**config.mk**
```make
export PLATFORM = sky130hd
export DESIGN_NAME = snd_cmd_irq_ctrl_flat
export DESIGN_NICKNAME = d
export VERILOG_FILES = /design/src/rtl/snd_cmd_irq_ctrl_if.sv /design/src/rtl/snd_cmd_irq_ctrl.sv /design/src/flat_wrapper.sv
export SDC_FILE = /design/constraint.sdc
export NUM_CORES = 1
export LEC_CHECK = 0
export ABC_CLOCK_PERIOD_IN_PS = 1500
export CAP_MARGIN = 15
export CELL_PAD_IN_SITES_DETAIL_PLACEMENT = 2
export CELL_PAD_IN_SITES_GLOBAL_PLACEMENT = 2
export CORE_ASPECT_RATIO = 1.5
export CORE_MARGIN = 1.5
export CORE_UTILIZATION = 32
export CTS_CLUSTER_DIAMETER = 30
export DETAILED_ROUTE_END_ITERATION = 8
export PLACE_DENSITY_LB_ADDON = 0.1
export SLEW_MARGIN = 20
export SYNTH_ARGS = -nofsm -noshare
export SYNTH_HDL_FRONTEND = slang
export SYNTH_SLANG_ARGS = --single-unit
```
**constraint.sdc**
```tcl
create_clock -name clk -period 1.5 [get_ports clk]
set_input_delay 0.15 -clock clk [delete_from_list [all_inputs] [get_ports clk]]
set_output_delay 0.15 -clock clk [all_outputs]
set_load 0.02 [all_outputs]
```
**src/rtl/snd_cmd_irq_ctrl_if.sv**
```systemverilog
// Bus between the main/sound CPU glue and the sound command/interrupt controller.
// The master side drives strobes, data and FM IRQ lines. The slave side is the controller.
interface snd_cmd_irq_ctrl_if #(
    parameter int unsigned NIRQ = 2
);
    logic            mcode_wr;
    logic [7:0]      mcode_din;
    logic            cmd_rd;
    logic [7:0]      cmd_dout;
    logic            stat_rd;
    logic [7:0]      stat_dout;
    logic            stat_wr;
    logic [7:0]      stat_din;
    logic [NIRQ-1:0] irq_src_n;
    logic            int_n;
    logic            ms;
    logic            fifo_full;

    modport master (
        output mcode_wr, mcode_din, cmd_rd, stat_rd, stat_wr, stat_din, irq_src_n,
        input  cmd_dout, stat_dout, int_n, ms, fifo_full
    );

    modport slave (
        input  mcode_wr, mcode_din, cmd_rd, stat_rd, stat_wr, stat_din, irq_src_n,
        output cmd_dout, stat_dout, int_n, ms, fifo_full
    );
endinterface

```
**src/rtl/snd_cmd_irq_ctrl.sv**
```systemverilog
// Sound-CPU command FIFO and interrupt controller.
// The main CPU pushes command bytes. The sound CPU pops them and reads a status byte
// {0, OVF, IRQ[NIRQ-1:0] (zero-padded to 4 bits), BUSY, CMD}. It acknowledges flags by
// writing 0 to the matching bits. INT_n is asserted while CMD, BUSY or any IRQ is set.
module snd_cmd_irq_ctrl #(
    parameter int unsigned NIRQ       = 2,
    parameter int unsigned FIFO_DEPTH = 4
) (
    input  logic               clk,
    input  logic               RESETn,
    snd_cmd_irq_ctrl_if.slave  bus
);
    localparam int unsigned IW = $clog2(FIFO_DEPTH);
    localparam int unsigned PW = IW + 1;

    logic [7:0]      mem [FIFO_DEPTH];
    logic [PW-1:0]   wr_ptr_q, wr_ptr_d, rd_ptr_q, rd_ptr_d;
    logic            cmd_q, cmd_d, busy_q, busy_d, ovf_q, ovf_d;
    logic [NIRQ-1:0] irq_q, irq_d, irq_prev_q;
    logic [7:0]      cmd_dout_q, stat_dout_q, status, ack_clr;
    logic            int_n_q;
    logic            empty, full, do_pop, do_push, ovf_set, last_pop;

    // FIFO control, flag next-state and status byte assembly
    always_comb begin
        empty    = (wr_ptr_q == rd_ptr_q);
        full     = (wr_ptr_q[IW-1:0] == rd_ptr_q[IW-1:0]) && (wr_ptr_q[IW] != rd_ptr_q[IW]);
        do_pop   = bus.cmd_rd && !empty;
        // When full, a same-cycle pop frees the slot first, so the push still lands
        do_push  = bus.mcode_wr && (!full || do_pop);
        ovf_set  = bus.mcode_wr && full && !do_pop;
        last_pop = do_pop && !do_push && ((rd_ptr_q + PW'(1)) == wr_ptr_q);
        ack_clr  = bus.stat_wr ? ~bus.stat_din : 8'h00;

        // Set terms are ORed in last so a same-cycle set beats an acknowledge
        cmd_d    = do_push | (cmd_q & ~ack_clr[0] & ~last_pop);
        busy_d   = do_push | (busy_q & ~ack_clr[1]);
        ovf_d    = ovf_set | (ovf_q & ~ack_clr[6]);
        irq_d    = (irq_prev_q & ~bus.irq_src_n) | (irq_q & ~ack_clr[2 +: NIRQ]);

        wr_ptr_d = do_push ? wr_ptr_q + PW'(1) : wr_ptr_q;
        rd_ptr_d = do_pop  ? rd_ptr_q + PW'(1) : rd_ptr_q;

        status            = 8'h00;
        status[0]         = cmd_q;
        status[1]         = busy_q;
        status[2 +: NIRQ] = irq_q;
        status[6]         = ovf_q;
    end

    // Command storage; contents are don't-care until written, so no reset
    always_ff @(posedge clk) begin
        if (do_push) begin
            mem[wr_ptr_q[IW-1:0]] <= bus.mcode_din;
        end
    end

    // Pointers, flags, edge detector and registered outputs
    always_ff @(posedge clk) begin
        if (!RESETn) begin
            wr_ptr_q    <= '0;
            rd_ptr_q    <= '0;
            cmd_q       <= 1'b0;
            busy_q      <= 1'b0;
            ovf_q       <= 1'b0;
            irq_q       <= '0;
            irq_prev_q  <= '1;
            cmd_dout_q  <= 8'hFF;
            stat_dout_q <= 8'h00;
            int_n_q     <= 1'b1;
        end else begin
            wr_ptr_q   <= wr_ptr_d;
            rd_ptr_q   <= rd_ptr_d;
            cmd_q      <= cmd_d;
            busy_q     <= busy_d;
            ovf_q      <= ovf_d;
            irq_q      <= irq_d;
            irq_prev_q <= bus.irq_src_n;
            if (bus.cmd_rd) begin
                cmd_dout_q <= do_pop ? mem[rd_ptr_q[IW-1:0]] : 8'hFF;
            end
            if (bus.stat_rd) begin
                stat_dout_q <= status;
            end
            // Built from registered flags, so INT_n lags a flag change by one clock
            int_n_q <= ~(cmd_q | busy_q | (|irq_q));
        end
    end

    assign bus.cmd_dout  = cmd_dout_q;
    assign bus.stat_dout = stat_dout_q;
    assign bus.int_n     = int_n_q;
    assign bus.ms        = busy_q;
    assign bus.fifo_full = full;

endmodule
```
**src/flat_wrapper.sv**
```systemverilog
// flat-port wrapper written by rule: the top's interface ports become plain ports
module snd_cmd_irq_ctrl_flat 
#(
    parameter int unsigned NIRQ       = 2,
    parameter int unsigned FIFO_DEPTH = 4
)
  (clk, RESETn, bus_mcode_wr, bus_mcode_din, bus_cmd_rd, bus_stat_rd, bus_stat_wr, bus_stat_din, bus_irq_src_n, bus_cmd_dout, bus_stat_dout, bus_int_n, bus_ms, bus_fifo_full);
  snd_cmd_irq_ctrl_if #(.NIRQ(NIRQ)) bus_i ();
  input  logic clk;
  input  logic RESETn;
  input wire logic [$bits(bus_i.mcode_wr)-1:0] bus_mcode_wr;
  input wire logic [$bits(bus_i.mcode_din)-1:0] bus_mcode_din;
  input wire logic [$bits(bus_i.cmd_rd)-1:0] bus_cmd_rd;
  input wire logic [$bits(bus_i.stat_rd)-1:0] bus_stat_rd;
  input wire logic [$bits(bus_i.stat_wr)-1:0] bus_stat_wr;
  input wire logic [$bits(bus_i.stat_din)-1:0] bus_stat_din;
  input wire logic [$bits(bus_i.irq_src_n)-1:0] bus_irq_src_n;
  output wire logic [$bits(bus_i.cmd_dout)-1:0] bus_cmd_dout;
  output wire logic [$bits(bus_i.stat_dout)-1:0] bus_stat_dout;
  output wire logic [$bits(bus_i.int_n)-1:0] bus_int_n;
  output wire logic [$bits(bus_i.ms)-1:0] bus_ms;
  output wire logic [$bits(bus_i.fifo_full)-1:0] bus_fifo_full;
  assign bus_i.mcode_wr = bus_mcode_wr;
  assign bus_i.mcode_din = bus_mcode_din;
  assign bus_i.cmd_rd = bus_cmd_rd;
  assign bus_i.stat_rd = bus_stat_rd;
  assign bus_i.stat_wr = bus_stat_wr;
  assign bus_i.stat_din = bus_stat_din;
  assign bus_i.irq_src_n = bus_irq_src_n;
  assign bus_cmd_dout = bus_i.cmd_dout;
  assign bus_stat_dout = bus_i.stat_dout;
  assign bus_int_n = bus_i.int_n;
  assign bus_ms = bus_i.ms;
  assign bus_fifo_full = bus_i.fifo_full;
  snd_cmd_irq_ctrl #(.NIRQ(NIRQ), .FIFO_DEPTH(FIFO_DEPTH)) u_core (.clk(clk), .RESETn(RESETn), .bus(bus_i));
endmodule
```
==> results of run 1 <==
==> power groups by stage <==
stage | clock [mW] | sequential (mW) | combinational (mW)
2_1_floorplan | 0 | 2.02 | 0.384
3_3_place_gp | 0 | 1.99 | 0.742
3_5_place_dp | 0 | 2.00 | 0.770
4_1_cts | 1.70 | 1.96 | 0.812
5_1_grt | 1.77 | 1.98 | 0.890
6_report | 1.64 | 1.96 | 0.815
==> worst paths after layout <==
| path | startpoint | to | slack, ns | cells after the start |
|---|---|---|---|---|
| worst min register to register | u_core.bus.cmd_dout[1] | u_core.bus.cmd_dout[1] | 0.47 | 1 |
| worst max-delay path | u_core.rd_ptr_q[0] | u_core.rd_ptr_q[0] | -0.02 | 6 |
| worst min-delay path | bus_irq_src_n[1] | u_core.irq_prev_q[1] | 0.41 | 2 |
| worst max register to register | u_core.rd_ptr_q[0] | u_core.rd_ptr_q[0] | -0.02 | 6 |
==> metal layers <==
layer  wire length, um  share of wire (%)  vias up  track usage (%)
met5                 0                  0        -                0
met4               134                2.4        0             8.33
met3               217                3.8       11             4.44
met2              3200                 57       33             28.8
met1              2110                 37      743             16.8
li1                  -                  -      689                -
==> worst max-delay path: cells and delay by family, from the launching register on <==
kind            cells  cell delay (ns)
xor+xnor            2             0.34
compound gates      1             0.26
simple gates        1             0.14
buf+inv             2             0.34
flops               1             0.37
==> logic make-up after synthesis <==
group	synth area share, %
compound gates	9.55
xor+xnor	3.94
fa+ha+maj	2.62
buf+inv	2.52
flops	64.7
mux	9.66
other cells	0.157
simple gates	6.88
==> cells in the mapped netlist <==
library cell	count	area share [%]
a21boi_0	5	1.6
a21boi_1	1	0.32
and2_1	7	1.8
buf_1	2	0.32
buf_4	3	0.94
clkbuf_1	4	0.63
conb_1	1	0.16
dfxtp_1	29	24
edfxtp_1	32	40
ha_1	5	2.6
inv_1	4	0.63
mux2i_1	5	2.1
mux4_2	8	7.6
nand2_1	3	0.47
nand2b_1	5	1.3
nand3_1	2	0.42
nand4b_1	1	0.37
nor2_1	1	0.16
nor2b_1	6	1.6
nor3_1	1	0.21
nor4_1	1	0.26
o21ai_0	7	1.5
o221ai_1	1	0.37
o22a_1	8	2.9
o311ai_0	1	0.37
o311ai_2	1	0.68
o31ai_1	1	0.32
o41ai_1	1	0.37
o41ai_4	1	1.2
or3_1	1	0.26
xnor2_1	6	2.2
xor2_1	1	0.37
xor2_2	2	1.4
==> final cells by class <==
cell class | count | area (um2)
Fill cell | 722 | 3880
Sequential cell | 61 | 1560
Multi-Input combinational cell | 85 | 930
Timing Repair Buffer | 52 | 493
Tap cell | 100 | 125
Clock buffer | 9 | 124
Clock inverter | 7 | 97.6
Inverter | 4 | 15.0
==> sequential cells by signal, indices dropped and copies added, names as in the netlist, 2 cells and up, named ones only <==
signal                cells
u_core.irq_q              2
u_core.bus.stat_dout      5
u_core.irq_prev_q         2
u_core.rd_ptr_q           3
u_core.mem               32
u_core.bus.cmd_dout       8
u_core.wr_ptr_q           3
==> repair_timing <==
item	4_1_cts	5_1_grt
gates resized for setup	25	12
setup endpoints to repair	40	43
pin swaps	6	2
==> impl_metrics.yaml, run 1 <==
worst_setup_path:
  cp_max_fo: 5
  arrival_ns: 1.81
  crit_type: "reg2reg"
  path_common_cell: "buf_4"
  cp.required_ns: 1.79
  endpoint_kind: "flip-flop"
  start_kind: "flip-flop"
  critical_path.cell_chain: "xor2_4 > buf_4 > o31ai_2 > buf_4 > xnor2_1 > and2_1"
  slowest_delay_ns: 0.37
  slowest_stage: "dfxtp_4"
place:
  dp.cells: 303
  hpwlAfterDp_um: 4240
  place_worst_setup_slack_ns: -0.203
  port_buffers: 36
  dpl-instance-area_um2: 3020
  gp_congestion: 0.720
cells_and_area:
  area_delta_synth_final_pct: 40.3
  finalNonFillerCells: 318
  n_antenna_cell: 0
  final_common_cell: "clkdlybuf4s50_1"
  mostFrequentLayoutCells: "clkdlybuf4s50_1, edfxtp_1, dfxtp_1"
  nNetsFinal: 242
  drive_gt1_share_pct: 31.7
  fin_util_pct: 46.3
  finalInstanceArea_um2: 3340
min_path:
  hp-class: "in2reg"
grt:
  antenna_found_initial: 0
  grt-ovfl-total: 0
  grt_max_degree: 23
  grt_pass1_wl_um: 9090
  grt_pass1_vias: 1695
  track_usage_pct: 16.1
floorplan:
  dieHeight_um: 109
  fp.dieW_um: 73.5
  fp.coreArea_um2: 7230
  boundaryPins: 43
  initial_core_util_pct: 33.0
  rows: 38
  dieArea_um2: 7990
cts:
  cts_setup_buffers: 0
  clock-sinks: 61
  ctsHoldBuffers: 0
  path_clk_slew_ns: 0.08
  clockBufferDepth: 2
  clock_latency_ns: 0.34
  cts_tree: "built"
  clock-root-buffer: "clkbuf_8"
  cts_buffers: 9
  h-tree-depth: 3
timing:
  final_max_slew_viol_count: 0
  rsz0062_at_grt: "true"
  hold-worst-slack_ns: 0.408
  post-route-period-util_pct: 101
  fin_skew_ns: 0.0115
  fmax_mhz: 658
  timing.setup.tns_ns: -0.0374
  hold_violations: 0
  setup_slack_ns: -0.0188
  setup_viol: 2
  finalCriticalPeriod_ns: 1.52
pwr:
  p_int_mw: 3.26
  ir_worst_vdd_uv: 543
  power_frac_comb_pct: 18.5
  total_leakage_power_nw: 1.15
  p_seq_share_pct: 44.4
  switching_share_pct: 26.1
  powerDensity_nw_per_um2: 1320
  p_sw_mw: 1.15
  pwr-share-clk_pct: 37.1
  power_mw: 4.42
routing:
  drcViolationCount: 0
  num_vias: 1476
  antenna_left: 0
  detail_route.wl_per_cell_um: 17.8
  routed_wl_um: 5660
  first_pass_iters: 4
  post_drt_via_cell_ratio: 4.64
  drtIter0Drc: 103
synthesis:
  yosysWarnings: 0
  synth.avg_cell_area_um2: 15.2
  synthCells: 157
  ys_seq_area_share_pct: 64.7
  syn_area_um2: 2380
  synth_cell_types: 33
  synth_seq_cells: 61
status:
  failed_checks: "negative setup slack"
  outcome: "finished with violations"
run:
  maxCapViolCount: 0
Note: power is estimated with default switching activity, not from simulation.
==> run 2: changes to the inputs <==
Settings changed: ABC_CLOCK_PERIOD_IN_PS 1500 to 1220, TNS_END_PERCENT from default to 20.
Clock period 1.5 ns to 1.22 ns, I/O delays scaled along.
==> run 2 against run 1 <==
The run still ends with negative setup slack left. Die area is the same. Global-route usage shrank 0.071 points. Count of clock-buffer cells in the layout grew 3. Combinational power grew 36%. Power grew 21%. Clock skew grew 0.0013 ns. Critical path depth shrank 2. Fmax grew 1.7%. Via count grew 3.2%. Clock power grew 10%. Cell count grew 4.4%. Critical path type unchanged. Critical endpoint is now u_core.mem[3][3]. Largest power group unchanged.
==> impl_metrics.yaml, run 2 (synthesis gave the netlist of run 1 again) <==
cells_and_area:
  fillers: 733
  area_delta_synth_final_pct: 44.5
  drive_gt1_share_pct: 35.3
  final_common_cell: "edfxtp_1"
  finalInstanceArea_um2: 3440
  nNetsFinal: 256
  n_antenna_cell: 0
  mostFrequentLayoutCells: "edfxtp_1, buf_4, dfxtp_1"
  largest_register_ffs: 32
  finalNonFillerCells: 332
routing:
  antenna_left: 0
  routed_wl_um: 5780
  detail_route.wl_per_cell_um: 17.4
  drtIter0Drc: 55
  drcViolationCount: 0
  post_drt_via_cell_ratio: 4.59
  first_pass_iters: 4
  num_vias: 1523
timing:
  fmax_mhz: 669
  final_max_slew_viol_count: 0
  setup_viol: 52
  setup_slack_ns: -0.274
  timing.setup.tns_ns: -11.82
  hold-worst-slack_ns: 0.378
  hold_violations: 0
  fin_skew_ns: 0.0128
  post-route-period-util_pct: 122
  rsz0062_at_grt: "true"
  finalCriticalPeriod_ns: 1.49
place:
  dp.cells: 311
  dpl-instance-area_um2: 3100
  hpwlAfterDp_um: 4340
  place_worst_setup_slack_ns: -0.525
  port_buffers: 36
  gp_congestion: 0.724
floorplan:
  rows: 38
  boundaryPins: 43
  initial_core_util_pct: 33.0
  dieArea_um2: 7990
  fp.dieW_um: 73.5
  dieHeight_um: 109
  fp.coreArea_um2: 7230
worst_setup_path:
  cp.required_ns: 1.23
  slowest_stage: "dfxtp_4"
  start_kind: "flip-flop"
  slowest_delay_ns: 0.37
  path_delay_family: "flip-flops"
  ff2ff_setup_slack_ns: -0.27
  critPathBufInv: 1
  crit_type: "reg2reg"
  arrival_ns: 1.50
  critical_path.cell_chain: "xor2_4 > o41ai_4 > buf_6 > nor2_4"
  endpoint_kind: "flip-flop"
  cp_max_fo: 8
status:
  failed_checks: "negative setup slack"
  outcome: "finished with violations"
cts:
  clockBufferDepth: 2
  path_clk_slew_ns: 0.07
  clock-sinks: 61
  cts_buffers: 9
  clock-root-buffer: "clkbuf_8"
  ctsHoldBuffers: 0
  cts_tree: "built"
  h-tree-depth: 3
  clock_latency_ns: 0.33
pwr:
  total_leakage_power_nw: 1.24
  ir_worst_vdd_uv: 640
  powerDensity_nw_per_um2: 1550
grt:
  grt_max_degree: 12
  grt-ovfl-total: 0
  track_usage_pct: 16.1
  antenna_found_initial: 0
  grt_pass1_vias: 1729
  grt_pass1_wl_um: 9130
min_path:
  hp-class: "in2reg"
run:
  maxCapViolCount: 0
==> run 2: changes by cell type in the layout (fill, tap and decap cells not counted), sizes merged <==
cell	delta
clkinvlp	-1
clkbuf	+4
inv	-1
dlygate4sd2	+13
bufinv	-1
clkdlybuf4s50	-14
buf	+14
==> run 2: through the flow <==
stage / util [%] / total power [mW]
finish: 47.6 / 5.32
global route: 47.6 / 5.59
CTS: 46.9 / 5.31
detailed placement: 42.9 / 3.44
global placement: 42.9 / 3.39
floorplan: - / 2.97
==> run 2: where the power goes <==
group	switching [mW]	internal [mW]
sequential	0.0908	2.31
clock	0.763	1.05
combinational	0.502	0.606
==> run 2: what timing repair did <==
item                                    CTS  global route
buffers inserted                          3             3
endpoints found under the setup margin   67            53
pin swaps                                12             8
gates resized for setup                  44             9
==> run 2: final timing paths <==
check | start | to | depth (start not counted)
setup / recovery | u_core.rd_ptr_q[0] | u_core.mem[3][3] | 4
hold / removal | bus_irq_src_n[1] | u_core.irq_prev_q[1] | 2
setup reg to reg | u_core.rd_ptr_q[0] | u_core.mem[3][3] | 4
hold reg to reg | u_core.bus.cmd_dout[1] | u_core.bus.cmd_dout[1] | 1
==> run 2: area by class of cell <==
cell class	instances	area, um2	share of cell area (%)
multi-input cells	85	941	27.3
clock inverters	4	47.5	1.38
inverters	4	15.0	0.436
flip-flops and latches	61	1560	45.3
repair buffers	66	601	17.4
clock buffers	12	155	4.51
well taps	100	125	3.63
==> run 2: per-layer routing <==
metal,global-route usage (%),share of wire [%]
met5,0,0
met3,4.62,3.2
met2,29.1,58
met4,6.35,1.6
met1,17.2,38
==> run 3: changes to the inputs <==
==> constraint.sdc (replaced) <==
create_clock -name clk -period 1.22 [get_ports clk]
set_input_delay 0.122 -clock clk [delete_from_list [all_inputs] [get_ports clk]]
set_output_delay 0.122 -clock clk [all_outputs]
set_load 0.1 [all_outputs]
==> run 3 against run 2 <==
The run still ends with negative setup slack left. Die area unchanged. Critical path type is now reg2out. Sequential share of layout area down 1.2 points. Clock power fell by 5%. Largest cell class unchanged. Non-clock buffer count shrank 2. Core utilization is 1.5 points higher. Sequential power about the same. Hold slack better by 0.011 ns. First-iteration DRC count rose by 11%. Critical path depth did not move.
==> impl_metrics.yaml, run 3 (synthesis gave the netlist of run 1 again) <==
routing:
  routed_wl_um: 5750
  num_vias: 1506
  post_drt_via_cell_ratio: 4.56
  first_pass_iters: 4
  detail_route.wl_per_cell_um: 17.4
  drcViolationCount: 0
  drtIter0Drc: 61
  antenna_left: 0
grt:
  grt-ovfl-total: 0
  grt_max_degree: 22
  track_usage_pct: 16.4
  antenna_found_initial: 0
  grt_pass1_vias: 1760
  grt_pass1_wl_um: 9390
pwr:
  ir_worst_vdd_uv: 687
  total_leakage_power_nw: 1.29
  powerDensity_nw_per_um2: 1600
cells_and_area:
  mostFrequentLayoutCells: "edfxtp_1, dfxtp_1, clkdlybuf4s50_1, buf_4, buf_12"
  area_delta_synth_final_pct: 49.0
  finalInstanceArea_um2: 3550
  drive_gt1_share_pct: 36.1
  final_common_cell: "edfxtp_1"
  fin_util_pct: 49.2
  finalNonFillerCells: 330
  nNetsFinal: 254
  n_antenna_cell: 0
  largest_register_ffs: 32
floorplan:
  dieHeight_um: 109
  fp.dieW_um: 73.5
  rows: 38
  initial_core_util_pct: 33.0
  dieArea_um2: 7990
  fp.coreArea_um2: 7230
  boundaryPins: 43
worst_setup_path:
  arrival_ns: 1.46
  start_kind: "flip-flop"
  crit_type: "reg2out"
  cp.required_ns: 1.10
  ff2ff_setup_slack_ns: -0.31
  endpoint_kind: "output pin"
  cp_max_fo: 6
timing:
  fmax_mhz: 633
  rsz0062_at_grt: "true"
  final_max_slew_viol_count: 0
  post-route-period-util_pct: 129
  fin_skew_ns: 0.0105
  setup_slack_ns: -0.359
  hold-worst-slack_ns: 0.390
  setup_viol: 52
  finalCriticalPeriod_ns: 1.58
  hold_violations: 0
cts:
  clock_latency_ns: 0.34
  clock-sinks: 61
  h-tree-depth: 3
  cts_buffers: 9
  cts_tree: "built"
  clock-root-buffer: "clkbuf_8"
  ctsHoldBuffers: 0
  path_clk_slew_ns: 0.06
  clockBufferDepth: 2
place:
  place_worst_setup_slack_ns: -0.464
  port_buffers: 36
  dpl-instance-area_um2: 3280
  gp_congestion: 0.774
  dp.cells: 312
  hpwlAfterDp_um: 4420
min_path:
  hp-class: "in2reg"
status:
  failed_checks: "negative setup slack"
  outcome: "finished with violations"
run:
  maxCapViolCount: 0
run 3: power by group:
part | switching [mW] | internal, mW | leakage, nW | total, mW
sequential | 0.121 | 2.31 | 0.536 | 2.43
clock | 0.796 | 0.920 | 0.0888 | 1.72
combinational | 0.805 | 0.732 | 0.661 | 1.54
run 3: final cells by class:
cell class	instances	area, um2
multi-input cells	85	888
well taps	100	125
clock inverters	6	53.8
flip-flops and latches	61	1560
fillers	709	3670
repair buffers	64	778
inverters	4	15.0
clock buffers	10	128
run 3: layer usage:
| layer | vias up | global-route usage [%] | wire length (um) |
|---|---|---|---|
| met1 | 752 | 17.1 | 2040 |
| met2 | 34 | 30.2 | 3420 |
| met5 | - | 0 | 0 |
| met4 | 0 | 6.75 | 66 |
| li1 | 715 | - | - |
| met3 | 5 | 4.53 | 220 |
run 3: path summary, 6_finish.rpt:
check,start,end,cells after the start
worst max-delay path,u_core.wr_ptr_q[1],bus_fifo_full,4
worst max register to register,u_core.rd_ptr_q[0],u_core.rd_ptr_q[2],5
worst min-delay path,bus_irq_src_n[0],u_core.irq_prev_q[0],2
worst min register to register,u_core.irq_q[1],u_core.bus.int_n,1
run 3: through the flow:
step                      setup TNS [ns]  power [mW]
after detailed placement          -19.37        3.94
after global routing              -17.97        5.97
after floorplan                    -9.79        3.31
final                             -13.96        5.68
after global placement            -16.77        3.88
after CTS                         -15.26        5.74
run 3: critical path, stage by stage, from the launching register on:
cell	delay, ns
dfxtp_4	0.36
xor2_4	0.22
buf_6	0.14
nor3_4	0.20
buf_12	0.20
run 3: repair_timing:
action	CTS	global route
cloned	0	0
hold endpoints to repair	0	0
pin swaps	5	6
buffers inserted	1	1
setup endpoints to repair	52	52
gates resized for setup	11	9
